`src/rtl/md5_host_pkg.sv`:
```
// rtl/md5_host_pkg.sv - shared constants and state encoding for the host hash loader
package md5_host_pkg;

  localparam int HASH_W = 128;
  localparam logic [7:0] SYNC_BYTE_DEFAULT = 8'hA5;

  localparam logic [1:0] ERR_NONE    = 2'b00;
  localparam logic [1:0] ERR_CSUM    = 2'b01;
  localparam logic [1:0] ERR_TIMEOUT = 2'b10;

  typedef enum logic [1:0] {
    ST_IDLE    = 2'd0,
    ST_PAYLOAD = 2'd1,
    ST_CHECK   = 2'd2
  } loader_state_t;

endpackage

```
`src/rtl/frame_timeout_timer.sv`:
```
// rtl/frame_timeout_timer.sv - inter-byte gap counter that flags a stalled frame
module frame_timeout_timer #(
  parameter int TIMEOUT_CYCLES = 1000000
) (
  input  logic CLK,
  input  logic reset,
  input  logic clear,
  input  logic tick,
  output logic expired
);

  localparam int TW = $clog2(TIMEOUT_CYCLES);
  localparam logic [TW-1:0] LAST = TW'(TIMEOUT_CYCLES - 1);

  logic [TW-1:0] count_q;

  // A clear in the same cycle (byte arrived) always beats expiry.
  assign expired = tick && !clear && (count_q == LAST);

  always_ff @(posedge CLK) begin
    if (reset || clear) begin
      count_q <= '0;
    end else if (tick && !expired) begin
      count_q <= count_q + 1'b1;
    end
  end

endmodule

```
`src/rtl/target_hash_loader.sv`:
```
// rtl/target_hash_loader.sv - framed byte-stream receiver that loads the MD5 target register
module target_hash_loader
  import md5_host_pkg::*;
#(
  parameter logic [7:0]        SYNC_BYTE      = SYNC_BYTE_DEFAULT,
  parameter int                TIMEOUT_CYCLES = 1000000,
  parameter logic [HASH_W-1:0] DEFAULT_TARGET = '0
) (
  input  logic              CLK,
  input  logic              reset,
  input  logic [7:0]        rx_data,
  input  logic              rx_valid,
  output logic [HASH_W-1:0] target,
  output logic              target_load,
  output logic              frame_error,
  output logic [1:0]        error_code,
  output logic              busy
);

  loader_state_t     state_q, state_d;
  logic [3:0]        cnt_q, cnt_d;
  logic [7:0]        csum_q, csum_d;
  logic [HASH_W-1:0] shadow_q, shadow_d;
  logic [HASH_W-1:0] target_q, target_d;
  logic              load_q, load_d;
  logic              ferr_q, ferr_d;
  logic [1:0]        code_q, code_d;

  logic timer_clear, timer_tick, timer_expired;

  assign timer_clear = (state_q == ST_IDLE) || rx_valid;
  assign timer_tick  = (state_q != ST_IDLE) && !rx_valid;

  frame_timeout_timer #(
    .TIMEOUT_CYCLES(TIMEOUT_CYCLES)
  ) u_timer (
    .CLK    (CLK),
    .reset  (reset),
    .clear  (timer_clear),
    .tick   (timer_tick),
    .expired(timer_expired)
  );

  always_comb begin
    state_d  = state_q;
    cnt_d    = cnt_q;
    csum_d   = csum_q;
    shadow_d = shadow_q;
    target_d = target_q;
    load_d   = 1'b0;
    ferr_d   = 1'b0;
    code_d   = code_q;
    case (state_q)
      ST_IDLE: begin
        if (rx_valid && rx_data == SYNC_BYTE) begin
          state_d = ST_PAYLOAD;
          cnt_d   = '0;
          csum_d  = '0;
        end
      end
      ST_PAYLOAD: begin
        // Sync value is ordinary data once inside the payload.
        if (rx_valid) begin
          shadow_d = {shadow_q[HASH_W-9:0], rx_data};
          csum_d   = csum_q ^ rx_data;
          cnt_d    = cnt_q + 4'd1;
          if (cnt_q == 4'd15) state_d = ST_CHECK;
        end else if (timer_expired) begin
          ferr_d  = 1'b1;
          code_d  = ERR_TIMEOUT;
          state_d = ST_IDLE;
        end
      end
      ST_CHECK: begin
        if (rx_valid) begin
          if (rx_data == csum_q) begin
            target_d = shadow_q;
            load_d   = 1'b1;
            code_d   = ERR_NONE;
          end else begin
            ferr_d = 1'b1;
            code_d = ERR_CSUM;
          end
          state_d = ST_IDLE;
        end else if (timer_expired) begin
          ferr_d  = 1'b1;
          code_d  = ERR_TIMEOUT;
          state_d = ST_IDLE;
        end
      end
      default: state_d = ST_IDLE;
    endcase
  end

  always_ff @(posedge CLK) begin
    if (reset) begin
      state_q  <= ST_IDLE;
      cnt_q    <= '0;
      csum_q   <= '0;
      shadow_q <= '0;
      target_q <= DEFAULT_TARGET;
      load_q   <= 1'b0;
      ferr_q   <= 1'b0;
      code_q   <= ERR_NONE;
    end else begin
      state_q  <= state_d;
      cnt_q    <= cnt_d;
      csum_q   <= csum_d;
      shadow_q <= shadow_d;
      target_q <= target_d;
      load_q   <= load_d;
      ferr_q   <= ferr_d;
      code_q   <= code_d;
    end
  end

  assign target      = target_q;
  assign target_load = load_q;
  assign frame_error = ferr_q;
  assign error_code  = code_q;
  assign busy        = (state_q != ST_IDLE);

endmodule

```
`config.mk`:
```
export PLATFORM = sky130hd
export DESIGN_NAME = target_hash_loader
export DESIGN_NICKNAME = d
export VERILOG_FILES = /design/src/rtl/md5_host_pkg.sv /design/src/rtl/frame_timeout_timer.sv /design/src/rtl/target_hash_loader.sv
export SDC_FILE = /design/constraint.sdc
export NUM_CORES = 1
export LEC_CHECK = 0
export BUFFER_PORTS_ARGS = -buffer_cell sky130_fd_sc_hd__buf_2
export CAP_MARGIN = 20
export CORE_MARGIN = 2
export CORE_UTILIZATION = 40
export CTS_BUF_LIST = sky130_fd_sc_hd__clkbuf_8 sky130_fd_sc_hd__clkbuf_16
export DETAILED_ROUTE_END_ITERATION = 8
export GPL_TIMING_DRIVEN = 0
export PLACE_DENSITY = 0.69
export SLEW_MARGIN = 10
export SYNTH_ARGS = -nofsm -noshare
export SYNTH_HDL_FRONTEND = slang
export SYNTH_SLANG_ARGS = --single-unit
```
`constraint.sdc`:
```
create_clock -name CLK -period 2.66 [get_ports CLK]
set_clock_uncertainty 0.15 [all_clocks]
set_input_delay 0.133 -clock CLK [delete_from_list [all_inputs] [get_ports CLK]]
set_output_delay 0.133 -clock CLK [all_outputs]
set_load 0.1 [all_outputs]
```
==> out/metrics.yaml, run 1 <==
outcome:
  status: "finished clean"
sta:
  fin_ws_ns: 0.223
  setup_tns_ns: 0
  finalCritPeriodShare_pct: 91.6
  slew_headroom_pct: 30.8
  fin_hold_ws_ns: 0.307
  slew_violations: 0
  max_freq_mhz: 410
  rsz0062_at_grt: "no"
  worst_pin_slew_ns: 1.04
  finalHoldViolations: 0
  layout_min_cycle_time_ns: 2.44
  setup_viol: 0
synthesis:
  synth_top_family_by_area: "simple AND/OR/NAND/NOR gates"
  synth_flop_cell: "dfxtp_1"
  synth_edf_count: 0
  avgSynthCellArea_um2: 8.79
  ys_seq_elements: 294
  ys_top_cells_by_area: "dfxtp_1 49%, nand2b_1 13%, mux2i_1 11%, nand2_1 8.8%, a21oi_1 6.4%"
  yosys_warnings: 0
  synthXorXnorAreaFrac_pct: 0.940
  syn_nets: 1395
  synth_fa_ha_area_share_pct: 0.620
  ys_top_cells_by_count: "294 x dfxtp_1, 285 x nand2_1, 259 x nand2b_1, 154 x a21oi_1, 132 x mux2i_1"
  synthMuxAreaShare_pct: 10.9
  synth_largest_area_cell: "dfxtp_1"
  syn-cell-area_mm2: 0.0121
  ys_async_sr_fraction_pct: 0
  synthCells: 1378
  synth_simple_gate_area_share_pct: 26.6
  seq_area_frac_synth_pct: 48.6
  synth_compound_area_share_pct: 8.87
  synth_most_common_cell: "dfxtp_1"
  synth_top_area_share_pct: 48.6
  synth_cell_type_count: 43
power_and_ir_drop:
  power.internal_mw: 7.27
  p_leak_nw: 4.98
  switchingPower_mw: 1.92
  ir_drop_mv: 0.540
  sequentialPowerShare_pct: 48.0
  p_per_area_mw_per_mm2: 633
  comb_power_share_pct: 2.5
  swShare_pct: 20.9
  clkPwrFrac_pct: 49.5
finish:
  fin_nets: 1580
  regArea_mm2: 0.00589
  stdcell_area_mm2: 0.0145
  n_fill_cell: 2849
  multi_input_area_mm2: 0.00581
  layout-drive-gt1-share_pct: 14.6
  syn_to_final_growth_pct: 19.9
  fin_util_pct: 48.9
  diodes: 0
placement:
  post-place-ws_ns: 0.0639
  io_buffers: 143
  gp_congestion: 0.846
  dp_hpwl_mm: 21.1
  placed_area_mm2: 0.0133
clock_network:
  path_clk_slew_ns: 0.07
  cts_tree: "built"
  cts_buffer_depth: 3
  cts_root_buf: "clkbuf_16"
  insertion_delay_ns: 0.55
  clock-sinks: 294
  post_cts_buffers: 0
  htreeDepth: 1
  cts_buffers: 30
floorplan:
  dieArea_mm2: 0.0317
  placementRows: 63
  core-area_mm2: 0.0297
  io_pins: 144
  start_util_pct: 40.8
  die_y_um: 178
  die_w_um: 178
routing:
  first_iter_violations: 505
  post_drt_via_cell_ratio: 4.93
  drt_wl_total_mm: 29.7
  wl_per_cell_um: 15.0
  drc: 0
  first_pass_iters: 5
  num_vias: 9751
  ant_nets: 0
min_path:
  hold_path.class: "primary input to flop"
job:
  maxCapViolCount: 0
worst_setup_path:
  worstPathRequired_ns: 2.97
  start_kind: "flop"
  worstPathArrival_ns: 2.75
  criticalPathCategory: "flop to flop"
  crit_fanout: 10
  end_kind: "flop"
grt:
  grt_pass1_vias: 9411
  grt_pass1_wl_mm: 47.3
  grt_max_degree: 15
  grt_overflow: 0
  antenna_found_initial: 0
  grt_use_total_pct: 18.4
flip-flops by register name (all words and copies together), names as in the netlist:
register         flops
target             128
error_code           2
u_timer.count_q     20
csum_q               8
target_load          1
shadow_q           128
state_q              2
frame_error          1
cnt_q                4
cell families (layout without fill, tap and decap cells):
kind of cell | after synthesis | count (layout)
simple gates | 630 | 630
mux | 132 | 132
flops | 294 | 294
fa+ha+maj | 6 | 6
compound gates | 198 | 198
xor+xnor | 13 | 13
buf+inv | 105 | 314
per-layer routing:
metal	GRT usage, %	part of all wire, %	vias up
met5	0	0	-
met4	4.99	2.0	0
met3	2.66	4.6	40
met2	31.1	47	203
met1	24.5	46	4554
li1	-	-	4954
power groups by stage:
stage,Sequential (mW),Combinational [mW],Clock (mW)
2_1_floorplan,4.52,0.138,0
3_3_place_gp,4.51,0.218,0
5_1_grt,4.40,0.250,4.80
6_report,4.41,0.231,4.55
3_5_place_dp,4.51,0.219,0
4_1_cts,4.41,0.231,4.62
metrics by stage:
| step | total power [mW] | cells |
|---|---|---|
| floorplan | 4.66 | 1378 |
| global placement | 4.72 | 1911 |
| detailed placement | 4.72 | 1911 |
| CTS | 9.26 | 1977 |
| global route | 9.45 | 1977 |
| finish | 9.19 | 1977 |
path summary, 6_finish.rpt:
path	from	end	slack, ns	depth (start not counted)
worst max-delay path	state_q[1]	shadow_q[3]	0.22	9
worst min-delay path	rx_data[6]	shadow_q[6]	0.31	4
worst max register to register	state_q[1]	shadow_q[3]	0.22	9
worst min register to register	shadow_q[122]	shadow_q[122]	0.31	2
repair_timing:
item / in CTS / in global routing
resized for setup: 0 / 7
endpoints found under the hold margin: 20 / 0
setup endpoints to repair: 0 / 121
hold buffers: 10 / 0
critical path, stage by stage, from the launching register on:
cell,delay (ns)
dfxtp_1,0.33
inv_1,0.10
ha_1,0.14
buf_2,0.20
and2_1,0.15
clkbuf_1,0.25
clkbuf_2,0.38
clkbuf_1,0.41
nand2_1,0.10
a21oi_1,0.15
area by class of cell:
type                       count  share of cell area (%)
timing repair buffer         153                    5.62
tap                          390                    3.36
clock buffer                  37                    5.91
clock inverter                19                    1.61
buffer                        99                    2.77
inverter                       6                   0.155
sequential                   294                    40.5
multi-input combinational    979                    40.0
layout by cell type, fill, tap and decap left out, drive strengths merged, types with 6 or more instances in the layout:
master	Yosys	layout
dfxtp	294	294
nand2	285	285
nand2b	259	259
buf	21	164
a21oi	154	154
mux2i	132	132
clkbuf	78	115
nor2	17	17
o21ai	15	15
or4	13	13
o31ai	12	12
xnor2	10	10
nand3	10	10
dlygate4sd3	0	10
clkinv	0	10
nand4	8	8
inv	6	7
or3	7	7
ha	6	6
No activity file was read; power rests on OpenSTA's default activity.
==> inputs of run 2 (changes only) <==
--- a/config.mk
+++ b/config.mk
@@ -7,6 +7,7 @@
 export LEC_CHECK = 0
 export BUFFER_PORTS_ARGS = -buffer_cell sky130_fd_sc_hd__buf_2
 export CAP_MARGIN = 20
+export CORE_ASPECT_RATIO = 0.8
 export CORE_MARGIN = 2
 export CORE_UTILIZATION = 40
 export CTS_BUF_LIST = sky130_fd_sc_hd__clkbuf_8 sky130_fd_sc_hd__clkbuf_16
==> out/metrics.yaml, run 2 (synthesis results as in run 1) <==
outcome:
  status: "finished clean"
placement:
  placed_area_mm2: 0.0133
  placedCellCount: 1927
  gp_congestion: 0.849
  dp_hpwl_mm: 21.7
  io_buffers: 143
worst_setup_path:
  cp.buffers_inverters: 4
  reg2reg_depth: 8
  worstPathRequired_ns: 2.98
  start_kind: "flop"
  cpMaxStageDelayCell: "clkbuf_1"
  path_delay_family: "buffers and inverters"
  crit-reg2reg-launch: "state_q[1]"
  r2r-end: "shadow_q[121]"
  crit_fanout: 10
  worstPathArrival_ns: 2.78
  criticalPathCategory: "flop to flop"
  crit_path_start: "state_q[1]"
  end_kind: "flop"
  crit_path_cell_trace: "inv_1 -> ha_1 -> buf_2 -> nand2_1 -> clkbuf_1 -> clkbuf_1 -> nand2_1 -> a21oi_1"
  crit_path_max_incr_delay_ns: 0.58
  r2r_setup_slack_ns: 0.19
grt:
  use_met1_pct: 27.6
  met2_usage_pct: 28.5
  grt.busiest_layer: "met2"
  use_met3_pct: 3.34
  grt_overflow: 0
  grt_use_total_pct: 18.7
  antenna_found_initial: 0
  grt_pass1_wl_mm: 48.7
  grt_pass1_vias: 9372
  grt_max_degree: 15
floorplan:
  die_y_um: 160
  die_w_um: 199
  core-area_mm2: 0.0296
  io_pins: 144
  dieArea_mm2: 0.0317
  placementRows: 56
  start_util_pct: 41.0
finish:
  fin_cells: 1989
  mostFrequentLayoutCells: "294 x dfxtp_1, 285 x nand2_1, 259 x nand2b_1"
  stdcell_area_mm2: 0.0145
  syn_to_final_growth_pct: 19.9
  layout-drive-gt1-share_pct: 14.2
  layout_commonest_cell: "dfxtp_1"
  fin_nets: 1580
  diodes: 0
sta:
  finalCritPeriodShare_pct: 92.8
  slew_violations: 0
  fin_hold_ws_ns: 0.298
  worst_pin_slew_ns: 0.970
  rsz0062_at_grt: "no"
  max_freq_mhz: 405
  layout_min_cycle_time_ns: 2.47
  finalHoldViolations: 0
  setup_viol: 0
  slew_headroom_pct: 35.3
clock_network:
  insertion_delay_ns: 0.55
  clock-sinks: 294
  cts_tree: "built"
  cts_buffer_depth: 3
  path_clk_slew_ns: 0.06
  cts_buffers: 30
  htreeDepth: 1
  cts_root_buf: "clkbuf_16"
  post_cts_buffers: 0
min_path:
  whs_path_depth: 4
  hold_path.class: "primary input to flop"
  whs_endpoint: "shadow_q[0]"
  hp-start: "rx_data[0]"
power_and_ir_drop:
  p_per_area_mw_per_mm2: 632
  p_leak_nw: 4.96
  ir_drop_mv: 0.424
  totalPowerFinal_mw: 9.18
routing:
  drt_wl_total_mm: 30.4
  wl_per_cell_um: 15.3
  post_drt_via_cell_ratio: 4.95
  ant_nets: 0
  num_vias: 9839
  drc: 0
  first_pass_iters: 5
  first_iter_violations: 697
job:
  maxCapViolCount: 0
==> run 2: worst max path at each step <==
stage	endpoint	depth (start not counted)
final	shadow_q[121]	8
after CTS	cnt_q[1]	8
after global routing	shadow_q[0]	8
after floorplan	csum_q[5]	7
after global placement	shadow_q[122]	9
after detailed placement	shadow_q[121]	9
==> run 2: cell type report <==
| type | count | area (um2) |
|---|---|---|
| Fill cell | 2860 | 15000 |
| Sequential cell | 294 | 5890 |
| Multi-Input combinational cell | 979 | 5810 |
| Clock buffer | 37 | 858 |
| Timing Repair Buffer | 153 | 816 |
| Tap cell | 406 | 508 |
| Buffer | 99 | 403 |
| Clock inverter | 15 | 211 |
| Inverter | 6 | 22.5 |
==> run 2: per-stage QoR <==
step           setup TNS (ns)  setup WS [ns]  util, %
2_1_floorplan               0         0.0950        -
3_3_place_gp                0        0.00450     45.1
3_5_place_dp          -0.0316        -0.0309     45.1
4_1_cts                     0         0.0721     49.1
5_1_grt                     0         0.0334     49.1
6_report                    0          0.191     49.1
==> run 2: report_power, final <==
group / internal, mW / switching (mW)
Combinational: 0.0960 / 0.139
Sequential: 4.40 / 0.00256
Clock: 2.76 / 1.78
==> run 2: what timing repair did <==
item,in CTS,in global routing
setup endpoints to repair,4,20
endpoints found under the hold margin,21,0
hold buffers,10,0
resized for setup,1,4
==> run 2: layer usage <==
metal  part of all wire, %  wire [um]
met3                   5.9       1800
met2                    43      13000
met1                    50      15100
met4                   1.6        491
met5                     0          0
==> run 2: worst min-delay path: cells and delay by family <==
family | cells | cell delay [ns]
buffers and inverters | 2 | 0.69
AOI/OAI and AO/OA | 1 | 0.05
and+or+nand+nor | 1 | 0.07
